## config.mk

```make
export PLATFORM = sky130hd
export DESIGN_NAME = range_scan_ctrl
export DESIGN_NICKNAME = d
export VERILOG_FILES = /design/src/rtl/range_scan_ctrl.sv
export SDC_FILE = /design/constraint.sdc
export NUM_CORES = 1
export LEC_CHECK = 0
export ABC_CLOCK_PERIOD_IN_PS = 5000
export BUFFER_PORTS_ARGS = -buffer_cell sky130_fd_sc_hd__buf_2
export CAP_MARGIN = 20
export CELL_PAD_IN_SITES_DETAIL_PLACEMENT = 1
export CELL_PAD_IN_SITES_GLOBAL_PLACEMENT = 2
export CORE_ASPECT_RATIO = 1.4
export CORE_MARGIN = 2
export CORE_UTILIZATION = 47
export DETAILED_ROUTE_END_ITERATION = 8
export HOLD_SLACK_MARGIN = 0.15
export PLACE_DENSITY_LB_ADDON = 0.1
export SETUP_SLACK_MARGIN = 0.15
export SYNTH_ARGS = -nofsm -noshare
export SYNTH_HDL_FRONTEND = slang
export SYNTH_SLANG_ARGS = --single-unit
```

## constraint.sdc

```tcl
create_clock -name clk -period 5 [get_ports clk]
set_clock_uncertainty 0.05 [all_clocks]
set_input_delay 1.25 -clock clk [delete_from_list [all_inputs] [get_ports clk]]
set_output_delay 1.25 -clock clk [all_outputs]
set_load 0.02 [all_outputs]
```

## src/rtl/range_scan_ctrl.sv

```systemverilog
// rtl/range_scan_ctrl.sv - enRange predicate scan sequencer over a DEPTH-entry table
// Scans the table one entry per cycle, streams matches, then pulses done with the count.
module range_scan_ctrl #(
   parameter int DEPTH = 16,
   parameter int IDX_W = 4
) (
   input  logic             clk,
   input  logic             rst_n,
   input  logic             wr_en,
   input  logic [IDX_W-1:0] wr_addr,
   input  logic             wr_eltDef,
   input  logic             wr_isMeta,
   input  logic [7:0]       wr_metadata,
   input  logic             cmd_valid,
   output logic             cmd_ready,
   input  logic [7:0]       cmd_handle,
   input  logic [7:0]       cmd_low,
   input  logic [7:0]       cmd_high,
   output logic             res_valid,
   input  logic             res_ready,
   output logic [IDX_W-1:0] res_index,
   output logic [7:0]       res_value,
   output logic             done,
   output logic [IDX_W:0]   done_count,
   output logic             busy
);

   typedef enum logic [1:0] {S_IDLE, S_SCAN, S_EMIT, S_DONE} state_t;

   state_t           state_q, state_d;
   logic [DEPTH-1:0] def_q, def_d, ismeta_q, ismeta_d;
   logic [7:0]       meta_q [DEPTH];
   logic [7:0]       meta_d [DEPTH];
   logic [IDX_W-1:0] idx_q, idx_d, res_index_q, res_index_d;
   logic [IDX_W:0]   cnt_q, cnt_d, done_count_q, done_count_d;
   logic [7:0]       handle_q, handle_d, low_q, low_d, high_q, high_d;
   logic [7:0]       res_value_q, res_value_d;
   logic             cur_match, last_idx;
   logic [7:0]       cur_value;

   assign cur_match = ismeta_q[idx_q] && (meta_q[idx_q] <= 8'd7) && def_q[idx_q]
                      && (meta_q[idx_q] == handle_q);
   assign cur_value = ismeta_q[idx_q] ? high_q : low_q;
   assign last_idx  = (idx_q == IDX_W'(DEPTH - 1));

   assign cmd_ready  = (state_q == S_IDLE);
   assign busy       = (state_q != S_IDLE);
   assign res_valid  = (state_q == S_EMIT);
   assign done       = (state_q == S_DONE);
   assign res_index  = res_index_q;
   assign res_value  = res_value_q;
   assign done_count = done_count_q;

   // Table is only writable while idle so a scan always sees a frozen snapshot.
   always_comb begin
      def_d    = def_q;
      ismeta_d = ismeta_q;
      for (int i = 0; i < DEPTH; i++) meta_d[i] = meta_q[i];
      if (wr_en && (state_q == S_IDLE)) begin
         def_d[wr_addr]    = wr_eltDef;
         ismeta_d[wr_addr] = wr_isMeta;
         meta_d[wr_addr]   = wr_metadata;
      end
   end

   always_comb begin
      state_d      = state_q;
      idx_d        = idx_q;
      cnt_d        = cnt_q;
      handle_d     = handle_q;
      low_d        = low_q;
      high_d       = high_q;
      res_index_d  = res_index_q;
      res_value_d  = res_value_q;
      done_count_d = done_count_q;
      case (state_q)
         S_IDLE: begin
            if (cmd_valid) begin
               state_d  = S_SCAN;
               idx_d    = '0;
               cnt_d    = '0;
               handle_d = cmd_handle;
               low_d    = cmd_low;
               high_d   = cmd_high;
            end
         end
         S_SCAN: begin
            if (cur_match) begin
               res_index_d = idx_q;
               res_value_d = cur_value;
               cnt_d       = cnt_q + {{IDX_W{1'b0}}, 1'b1};
               state_d     = S_EMIT;
            end else if (last_idx) begin
               done_count_d = cnt_q;
               state_d      = S_DONE;
            end else begin
               idx_d = idx_q + {{(IDX_W-1){1'b0}}, 1'b1};
            end
         end
         S_EMIT: begin
            if (res_ready) begin
               if (last_idx) begin
                  done_count_d = cnt_q;
                  state_d      = S_DONE;
               end else begin
                  idx_d   = idx_q + {{(IDX_W-1){1'b0}}, 1'b1};
                  state_d = S_SCAN;
               end
            end
         end
         default: state_d = S_IDLE;
      endcase
   end

   always_ff @(posedge clk or negedge rst_n) begin
      if (!rst_n) begin
         state_q      <= S_IDLE;
         def_q        <= '0;
         ismeta_q     <= '0;
         for (int i = 0; i < DEPTH; i++) meta_q[i] <= '0;
         idx_q        <= '0;
         cnt_q        <= '0;
         handle_q     <= '0;
         low_q        <= '0;
         high_q       <= '0;
         res_index_q  <= '0;
         res_value_q  <= '0;
         done_count_q <= '0;
      end else begin
         state_q      <= state_d;
         def_q        <= def_d;
         ismeta_q     <= ismeta_d;
         for (int i = 0; i < DEPTH; i++) meta_q[i] <= meta_d[i];
         idx_q        <= idx_d;
         cnt_q        <= cnt_d;
         handle_q     <= handle_d;
         low_q        <= low_d;
         high_q       <= high_d;
         res_index_q  <= res_index_d;
         res_value_q  <= res_value_d;
         done_count_q <= done_count_d;
      end
   end

endmodule
```

[Yosys cells after proc, flatten, opt, wreduce, memory -nomap -nowiden]
Index checks and enable logic that the tools add are counted.
Storage, ports and cells
  register bits after elaboration: 212
  bits of input ports: 43
  output and inout bits: 21
  logic and storage cells: 98
Cells by class
  add/subtract/negate cells: 2
  $lt $le $gt $ge: 7
  eq/ne operators: 10
  multiplexer cells: 33
  bitwise logic cells: 2
  reduce and logical (&&, ||, !) cells: 17
Operators with widths (number)
  $bwmux W128: 1
  $bmux W8 S4: 1
  $bwmux W16: 2
  $demux W8 S4: 1
  $mux W8: 4
  $mux W5: 5
  $pmux W5 S2: 2
  $mux W4: 4
  $pmux W4 S3: 1
  $ge A5 B5 Y1 const B: 2
  $lt A4 B5 Y1 const B: 2
  $mux W2: 5
  $not A4 Y5: 2
  $reduce_and A3 Y1: 3
  $bmux W1 S4: 2
  $eq A8 B8 Y1: 1
  $le A8 B3 Y1 const B: 1
  $logic_and A1 B1 Y1: 6
  $ne A2 B2 Y1 const B: 3
  $pmux W2 S3: 1
  $reduce_bool A2 Y1: 3
  $add A5 B1 Y5 const B: 1
  $lt A5 B1 Y1 const B: 1
  $add A4 B1 Y4 const B: 1
  other kinds (12): 16

[Depth between registers and ports, before layout]
Gate-level depths: netlist (run 1).
  depth in word-level cells: 10
  gate-level depth with buffers: 12
  mapped depth without buffers: 9

[Worst setup path before layout (run 1)]
No wires, ideal clock.
  kind: register -> register
  start: register idx_q[1]
  end: register done_count_q[1], in the netlist done_count[1]
  arrival: 2.701 ns
  slack: 2.125 ns
  stages on the path, launching flop included: 9
  path buffers: 1
  cell sequence: dfrtp_1 buf_6 mux4_2 a21o_1 a2111oi_2 nor4b_4 nand3_4 nand3_2 mux2_2
Between the ends
  cells in the longest elaborated chain, start to end: 10
  elaborated cells between the ends (all ways): 20
  classes of those cells: order compare: 1; eq/ne: 3; mux: 11; bitwise: 1; reduce/logical: 4
Ends and longest elaborated chain
  start, declared: line 34  | logic [IDX_W-1:0] idx_q, idx_d, res_index_q, res_index_d;
  start signal, assigned: line 134  | idx_q <= idx_d;
  $not A4 Y5 (not written as such): line 41, 42
  $bmux W8 S4: line 41, 42
  $mux W8 (not written as such) (2 in series): line 41, 42
  $le A8 B3 Y1: line 41  | assign cur_match = ismeta_q[idx_q] && (meta_q[idx_q] <= 8'd7) && def_q[idx_q]
  $logic_and A1 B1 Y1 (2 in series): line 41
  $logic_and A1 B1 Y1: line 42  | && (meta_q[idx_q] == handle_q);
  $ne A2 B2 Y1 (no source line)
  $reduce_and A3 Y1 (no source line)
  end signal, assigned: line 141  | done_count_q <= done_count_d;
  end, declared: line 35  | logic [IDX_W:0] cnt_q, cnt_d, done_count_q, done_count_d;
Parallel ways exist; a longest one is shown, timed or not. The select of a mux whose other input is x is not followed.
A chain may end at the register's enable or synchronous reset.

[Worst setup path in the final report (run 1)]
  start: register idx_q[1]
  end: register done_count_q[3], in the netlist done_count[3]
Same word-level chain as after synthesis.

==> results.sh, run 1 <==
export IMPL_status="finished clean"
export IMPL_yosysTopAreaCell="dfrtp_1"
export IMPL_synth_seq_cells=212
export IMPL_finalNetCount=826
export IMPL_hp_class="reg -> reg"
export IMPL_utilization_pct=54.6
export IMPL_dr_pass1_iters=4
export IMPL_clockBufferDepth=3
export IMPL_synth_top_area_share_pct=53.6
export IMPL_cts_root_buf="clkbuf_16"
export IMPL_hold_viol=0
export IMPL_slew_limit_headroom_pct=35.3
export IMPL_cts_resized=0
export IMPL_path_max_fanout=37
export IMPL_synthTopCellsByArea="dfrtp_1 54%, mux2_2 22%, mux4_2 5.5%"
export IMPL_ios=64
export IMPL_min_period_over_period_pct=77.3
export IMPL_cts_setup_buffers=0
export IMPL_ys_warn_count=0
export IMPL_cts_tree="yes"
export IMPL_clk_pin_slew_ps=60
export IMPL_synthArstFlopShare_pct=100
export IMPL_cts_hold_repair_buffers=0
export IMPL_crit_required_ps=5340
export IMPL_leakagePower_nw=5.11
export IMPL_grt_pass1_vias=7119
export IMPL_synth_edf_count=0
export IMPL_synthesis_nets=755
export IMPL_drtIter0Drc=254
export IMPL_final_layout_size_suffix_gt1_share_pct=46.1
export IMPL_routedWlPerCell_um=25.0
export IMPL_diodes=0
export IMPL_whs_ps=433
export IMPL_numPortBuffers=63
export IMPL_core_um2=20600
export IMPL_area_delta_synth_final_pct=13.7
export IMPL_slew_viol_final=0
export IMPL_setup_viol=0
export IMPL_initial_utilization_pct=48.0
export IMPL_rsz0062_at_grt="no"
export IMPL_grt_max_degree=114
export IMPL_rows=62
export IMPL_cts_num_sinks=212
export IMPL_power_mw=6.87
export IMPL_die_y_um=176
export IMPL_peakVddDrop_mv=0.316
export IMPL_grt_total_usage_pct=24.3
export IMPL_synth_ff_type="dfrtp_1"
export IMPL_synth_common_cells="212 x dfrtp_1, 195 x mux2_2, 34 x nand2_1"
export IMPL_antenna_left=0
export IMPL_p_per_area_nw_per_um2=610
export IMPL_grt_first_pass_wirelength_um=41200
export IMPL_cts_made_buffers=22
export IMPL_yosysMostFrequentCell="dfrtp_1"
export IMPL_insertion_delay_ps=510
export IMPL_critPathLaunchType="register"
export IMPL_ys_types=66
export IMPL_avgSynthCellArea_um2=14.0
export IMPL_drc_errors=0
export IMPL_die_area_um2=22300
export IMPL_dr_total_vias=6244
export IMPL_critPathArrivalTime_ps=4200
export IMPL_synth_cells=706
export IMPL_crit_path_end_kind="register"
export IMPL_synthesis_area_um2=9910
export IMPL_yosysSeqAreaShare_pct=53.6
export IMPL_multi_input_area_um2=4300
export IMPL_max_freq_mhz=259
export IMPL_regArea_um2=5310
export IMPL_r2r_setup_slack_ps=1140
export IMPL_cap_viol_max_count=0
export IMPL_antenna_found_initial=0
export IMPL_finalSetupTns_ps=0
export IMPL_fillCellCount=2027
export IMPL_tightest_slew_ps=971
export IMPL_gp_congestion=0.808
export IMPL_place_hpwl_um=17300
export IMPL_critPathKind="reg -> reg"
export IMPL_finalWirelength_um=26200
export IMPL_vias_per_cell=5.96
export IMPL_overflow=0
export IMPL_fin_crit_ps=3860
export IMPL_h_tree_depth=1
export IMPL_die_x_um=127
==> per-layer routing <==
metal / vias to the layer above / routed length [um] / track usage (%)
met5: - / 0 / 0
met4: 0 / 1050 / 9.52
met3: 58 / 875 / 3.11
met2: 142 / 13900 / 44.7
met1: 3298 / 10400 / 28.7
li1: 2746 / - / -
==> worst max-delay path, cell delays in order (launching register included) <==
cell     delay, ps
dfrtp_2        560
buf_12         280
mux4_2         580
mux2i_1        190
xor2_1         200
a32oi_1        220
nor4b_4        610
nand3_4        400
nand3_2        290
mux2_2         360
==> cell families after synthesis <==
kind of cell               after synthesis  synth area share [%]
muxes                                  246                  30.7
DFF                                    212                  53.6
and+or+nand+nor                        122                  6.74
AOI/OAI and AO/OA                       69                  4.81
buffers and inverters                   47                  3.09
xor gates and xnor gates                 4                 0.354
adders and majority gates                6                 0.758
==> final cells by class <==
| class | count | share of cell area (%) |
|---|---|---|
| Clock buffer | 27 | 5.60 |
| Clock inverter | 12 | 1.29 |
| Inverter | 9 | 0.300 |
| Multi-Input combinational cell | 447 | 38.2 |
| Sequential cell | 212 | 47.1 |
| Tap cell | 256 | 2.84 |
| Timing Repair Buffer | 85 | 4.63 |
==> through the flow <==
stage	instance area [um^2]	std cells	worst slack, ps
2_1_floorplan	9910	706	2120
3_3_place_gp	10400	1006	905
3_5_place_dp	10400	1007	747
4_1_cts	11200	1046	766
5_1_grt	11300	1048	907
6_report	11300	1048	1140
==> report_power, final <==
group	internal, mW	switching [mW]
sequential	2.45	0.474
combinational	1.19	1.01
clock	1.05	0.698
total	4.69	2.18
==> path summary, 6_finish.rpt <==
check	from	endpoint	cells after the start
min	done_count[4]$_DFFE_PN0P_	done_count[4]$_DFFE_PN0P_	1
min reg2reg	done_count[4]$_DFFE_PN0P_	done_count[4]$_DFFE_PN0P_	1
max in group asynchronous	rst_n	handle_q[6]$_DFFE_PN0P_	2
max	idx_q[1]$_DFFE_PN0P_	done_count[3]$_DFFE_PN0P_	9
max reg2reg	idx_q[1]$_DFFE_PN0P_	done_count[3]$_DFFE_PN0P_	9
min in group asynchronous	rst_n	done_count[2]$_DFFE_PN0P_	1
==> state kept, by name, summed over array words and instances (netlist names) <==
register	flops
handle_q	8
high_q	8
state_q	2
res_index	4
res_value	8
cnt_q	5
idx_q	4
meta_q	128
def_q	16
ismeta_q	16
low_q	8
done_count	5
==> cells in the final DEF (no fill, tap or decap), types with 3 or more instances in the layout <==
master	n
nor3_1	6
or4_1	3
a31oi_1	3
and3_1	3
mux2_2	195
o21ai_0	12
clkinv_2	6
clkbuf_16	23
nand4_1	4
nor2b_1	5
xor2_1	4
clkbuf_8	5
nor4_1	3
mux4_2	24
a21o_1	3
nor4b_1	4
nor2_1	27
dfrtp_1	211
nand2b_1	7
mux2_1	3
buf_4	20
inv_1	9
o221ai_1	3
bufinv_16	3
ha_1	6
o21ai_1	10
buf_2	62
nand2_1	34
mux2i_1	22
a21oi_1	11
nand3_1	7
nand3_2	3
Power figures use the tool's default switching activity.
==> run 2, diff against run 1 <==
Settings changed: ABC_CLOCK_PERIOD_IN_PS 5000 to 3500, CORE_UTILIZATION 47 to 39.
Clock period 5 ns to 3.5 ns, I/O delays scaled along.
==> results.sh, run 2 (synthesized netlist as in run 1, its figures left out) <==
export IMPL_crit_top_cell="buf_4"
export IMPL_numPortBuffers=63
export IMPL_critPathBufInv=2
export IMPL_rr_worst_depth=9
export IMPL_max_freq_mhz=315
export IMPL_cts_resized=0
export IMPL_cts_tree="yes"
export IMPL_cts_hold_repair_buffers=0
export IMPL_setup_viol=0
export IMPL_insertion_delay_ps=520
export IMPL_die_area_um2=26700
export IMPL_finalNetCount=839
export IMPL_hp_class="in -> async"
export IMPL_clockBufferDepth=3
export IMPL_slew_limit_headroom_pct=38.1
export IMPL_critPathArrivalTime_ps=3520
export IMPL_utilization_pct=45.2
export IMPL_crit_required_ps=3840
export IMPL_drtIter0Drc=146
export IMPL_antenna_left=0
export IMPL_rsz0062_at_grt="no"
export IMPL_hold_viol=0
export IMPL_fillCellCount=2565
export IMPL_cpPeakStageDelay_ps=740
export IMPL_peakVddDrop_mv=0.475
export IMPL_initial_utilization_pct=39.3
export IMPL_path_max_fanout=12
export IMPL_grt_max_degree=72
export IMPL_fin_crit_ps=3180
export IMPL_path_delay_family="flip-flops"
export IMPL_core_um2=25200
export IMPL_vias_per_cell=5.45
export IMPL_finalWirelength_um=26300
export IMPL_crit_path_end_kind="register"
export IMPL_rows=69
export IMPL_grt_first_pass_wirelength_um=41400
export IMPL_h_tree_depth=1
export IMPL_gp_congestion=0.777
export IMPL_crit_chain="buf_4 -> mux4_2 -> o22ai_1 -> a221oi_1 -> nor4b_4 -> buf_4 -> nand2_2 -> nand2_1 -> mux2_1"
export IMPL_drc_errors=0
export IMPL_cp_depth=9
export IMPL_cts_setup_buffers=0
export IMPL_clk_pin_slew_ps=60
export IMPL_final_cell_mix="211 x dfrtp_1, 195 x mux2_2, 62 x buf_2"
export IMPL_grt_pass1_vias=6995
export IMPL_cts_made_buffers=23
export IMPL_routedWlPerCell_um=23.3
export IMPL_slew_viol_final=0
export IMPL_leakagePower_nw=5.15
export IMPL_overflow=0
export IMPL_largest_reg_flops=128
export IMPL_critPathLaunchType="register"
export IMPL_critPathSlowestCell="dfrtp_1"
export IMPL_ios=64
export IMPL_finalSetupTns_ps=0
export IMPL_diodes=0
export IMPL_status="finished clean"
export IMPL_cts_root_buf="clkbuf_16"
export IMPL_dr_pass1_iters=6
export IMPL_top_regs="meta_q (128), def_q (16), ismeta_q (16)"
export IMPL_cts_num_sinks=212
export IMPL_antenna_found_initial=0
export IMPL_tightest_slew_ps=929
export IMPL_p_per_area_nw_per_um2=845
export IMPL_die_y_um=193
export IMPL_regMostFlops="meta_q"
export IMPL_cap_viol_max_count=0
export IMPL_area_delta_synth_final_pct=15.1
export IMPL_place_hpwl_um=17700
export IMPL_final_common_cell="dfrtp_1"
export IMPL_grt_total_usage_pct=20.2
export IMPL_critPathKind="reg -> reg"
export IMPL_min_period_over_period_pct=90.8
export IMPL_die_x_um=139
export IMPL_final_layout_size_suffix_gt1_share_pct=46.3
export IMPL_dr_total_vias=6142
==> run 2: path summary, 6_finish.rpt <==
path	startpoint	endpoint	slack (ps)
worst max-delay path	idx_q[3]$_DFFE_PN0P_	state_q[1]$_DFFE_PN0P_	320
worst min-delay path	rst_n	done_count[2]$_DFFE_PN0P_	320
worst max register to register	idx_q[3]$_DFFE_PN0P_	state_q[1]$_DFFE_PN0P_	320
worst min register to register	done_count[4]$_DFFE_PN0P_	done_count[4]$_DFFE_PN0P_	440
max in group asynchronous	rst_n	ismeta_q[15]$_DFFE_PN0P_	2240
min in group clk	done_count[4]$_DFFE_PN0P_	done_count[4]$_DFFE_PN0P_	440
==> run 2: layout make-up <==
type | instances | area (um^2) | share of cell area (%)
multi-input combinational | 447 | 4300 | 37.7
tap | 319 | 399 | 3.50
inverter | 9 | 33.8 | 0.296
clock buffer | 35 | 691 | 6.06
sequential | 212 | 5310 | 46.5
clock inverter | 7 | 41.3 | 0.362
timing repair buffer | 97 | 629 | 5.52
==> run 2: power by group <==
part | switching (mW) | total, mW | internal (mW)
logic | 1.47 | 3.19 | 1.72
clock network | 0.990 | 2.35 | 1.36
registers | 0.592 | 4.10 | 3.50
==> run 2: routing by layer <==
metal | track usage (%) | up-vias | share of wire, %
li1 | - | 2767 | -
met1 | 24.6 | 3258 | 41
met2 | 38.7 | 91 | 55
met3 | 2.01 | 26 | 2.6
met4 | 4.39 | 0 | 1.8
met5 | 0 | - | 0
==> run 2: through the flow <==
stage                     power, mW  instances  cell area, um^2  hold slack (ps)  setup WS [ps]
after floorplan                6.42        706             9910              420            625
after global routing           10.2       1126            11400              370            166
final                          9.64       1126            11400              316            321
after CTS                      9.79       1126            11400              345            313
after detailed placement       7.39       1084            10700              430            323
after global placement         7.18       1084            10700              417            368
==> run 3, diff against run 2 <==
--- a/config.mk
+++ b/config.mk
@@ -7,5 +7,5 @@
 export LEC_CHECK = 0
 export ABC_CLOCK_PERIOD_IN_PS = 3500
-export BUFFER_PORTS_ARGS = -buffer_cell sky130_fd_sc_hd__buf_2
+export BUFFER_PORTS_ARGS = -buffer_cell sky130_fd_sc_hd__buf_4
 export CAP_MARGIN = 20
 export CELL_PAD_IN_SITES_DETAIL_PLACEMENT = 1
@@ -17,5 +17,5 @@
 export HOLD_SLACK_MARGIN = 0.15
 export PLACE_DENSITY_LB_ADDON = 0.1
-export SETUP_SLACK_MARGIN = 0.15
+export SETUP_SLACK_MARGIN = 0.05
 export SYNTH_ARGS = -nofsm -noshare
 export SYNTH_HDL_FRONTEND = slang
==> constraint.sdc (replaced) <==
create_clock -name clk -period 3.5 [get_ports clk]
set_clock_uncertainty 0.05 [all_clocks]
set_input_delay 0.175 -clock clk [delete_from_list [all_inputs] [get_ports clk]]
set_output_delay 0.175 -clock clk [all_outputs]
set_load 0.02 [all_outputs]
==> results.sh, run 3 (synthesized netlist as in run 1, its figures left out) <==
export IMPL_top_regs="meta_q (128), def_q (16), ismeta_q (16)"
export IMPL_cts_root_buf="clkbuf_16"
export IMPL_final_layout_size_suffix_gt1_share_pct=44.2
export IMPL_crit_path_end_kind="register"
export IMPL_grt_first_pass_wirelength_um=41400
export IMPL_finalSetupTns_ps=0
export IMPL_dp_slack_ps=302
export IMPL_status="finished clean"
export IMPL_rsz0062_at_grt="no"
export IMPL_core_um2=25200
export IMPL_min_period_over_period_pct=90.4
export IMPL_cts_made_buffers=22
export IMPL_clockBufferDepth=3
export IMPL_rows=69
export IMPL_finalNetCount=872
export IMPL_ios=64
export IMPL_vias_per_cell=5.42
export IMPL_insertion_delay_ps=510
export IMPL_final_common_cell="dfrtp_1"
export IMPL_h_tree_depth=1
export IMPL_setup_viol=0
export IMPL_grt_pass1_vias=7104
export IMPL_leakagePower_nw=5.33
export IMPL_cts_tree="yes"
export IMPL_overflow=0
export IMPL_critPathArrivalTime_ps=3500
export IMPL_finalWirelength_um=26400
export IMPL_fillCellCount=2530
export IMPL_drc_errors=0
export IMPL_clk_pin_slew_ps=60
export IMPL_regMostFlops="meta_q"
export IMPL_crit_required_ps=3830
export IMPL_hp_class="in -> reg"
export IMPL_die_area_um2=26700
export IMPL_final_cell_mix="211 x dfrtp_1, 195 x mux2_2, 89 x buf_4"
export IMPL_drtIter0Drc=149
export IMPL_die_x_um=139
export IMPL_critPathKind="reg -> reg"
export IMPL_antenna_found_initial=0
export IMPL_routedWlPerCell_um=22.8
export IMPL_largest_reg_flops=128
export IMPL_hold_viol=0
export IMPL_cts_num_sinks=212
export IMPL_die_y_um=193
export IMPL_p_per_area_nw_per_um2=816
export IMPL_diodes=0
export IMPL_numPortBuffers=63
export IMPL_area_delta_synth_final_pct=20.2
export IMPL_slew_viol_final=0
export IMPL_slew_limit_headroom_pct=39.0
export IMPL_gp_congestion=0.766
export IMPL_dr_pass1_iters=4
export IMPL_place_hpwl_um=17600
export IMPL_max_freq_mhz=316
export IMPL_tightest_slew_ps=915
export IMPL_critPathLaunchType="register"
export IMPL_path_max_fanout=34
export IMPL_grt_total_usage_pct=20.2
export IMPL_fin_crit_ps=3160
export IMPL_dr_total_vias=6275
export IMPL_antenna_left=0
export IMPL_initial_utilization_pct=39.3
export IMPL_peakVddDrop_mv=0.509
export IMPL_grt_max_degree=107
export IMPL_cap_viol_max_count=0
export IMPL_worst_slack_ps=336
[run 3: cell types whose count changed in the layout (fill, tap and decap cells not counted), sizes merged]
cell,change
buf,-3
bufinv,+1
clkbuf,-2
clkinvlp,-1
dlygate4sd3,+37
inv,-1
[run 3: per-stage QoR]
step	hold slack, ps	cells	instance area (um^2)	total power, mW	util [%]
2_1_floorplan	-171	706	9910	6.42	-
5_1_grt	245	1157	11900	10.3	47.2
3_3_place_gp	300	1081	10800	7.22	42.8
6_report	253	1157	11900	9.71	47.2
4_1_cts	233	1157	11900	9.87	47.2
3_5_place_dp	325	1081	10800	7.42	42.8
[run 3: worst max-delay path: stages (launching register included)]
cell and delay (ps):
dfrtp_2 450, buf_12 240, mux4_2 530, mux2i_1 180, xor2_1 170, a32oi_1 180
nor4b_4 500, nand3_4 180, nand3_2 190, mux2_1 360
[run 3: area by class of cell]
type                            instances  area (um^2)  share of cell area, %
Sequential cell                       212         5310                   44.6
Multi-Input combinational cell        447         4300                   36.1
Timing Repair Buffer                  131         1130                   9.51
Clock buffer                           33          672                   5.64
Tap cell                              319          399                   3.35
Clock inverter                          6         66.3                  0.557
Inverter                                9         33.8                  0.284
[run 3: repair_timing]
item                      in CTS  in global routing
hold buffers                  37                  0
gates resized for setup        0                  0
setup buffers                  0                  0
hold endpoints to repair     291                  0
[run 3: path summary, 6_finish.rpt]
check                                          from                         to  slack [ps]  cells past startpoint
hold / removal                           wr_addr[3]    meta_q[101]$_DFFE_PN0P_         250                      4
setup reg to reg               idx_q[1]$_DFFE_PN0P_  done_count[0]$_DFFE_PN0P_         340                      9
max in group asynchronous                     rst_n    meta_q[120]$_DFFE_PN0P_        2150                      3
hold reg to reg            res_value[2]$_DFFE_PN0P_   res_value[2]$_DFFE_PN0P_         440                      2
setup / recovery               idx_q[1]$_DFFE_PN0P_  done_count[0]$_DFFE_PN0P_         340                      9
min in group asynchronous                     rst_n       cnt_q[0]$_DFFE_PN0P_         290                      2
[run 3: power by group]
part | leakage (nW) | internal, mW | switching [mW]
registers | 2.74 | 3.50 | 0.608
logic | 2.23 | 1.78 | 1.45
clock network | 0.369 | 1.40 | 0.966
[run 3: metal layers]
layer | wire, um | up-vias | track usage, %
met3 | 710 | 29 | 2.56
met5 | 0 | - | 0
met2 | 14300 | 92 | 38.7
li1 | - | 2833 | -
met4 | 542 | 0 | 5.32
met1 | 10800 | 3321 | 23.8
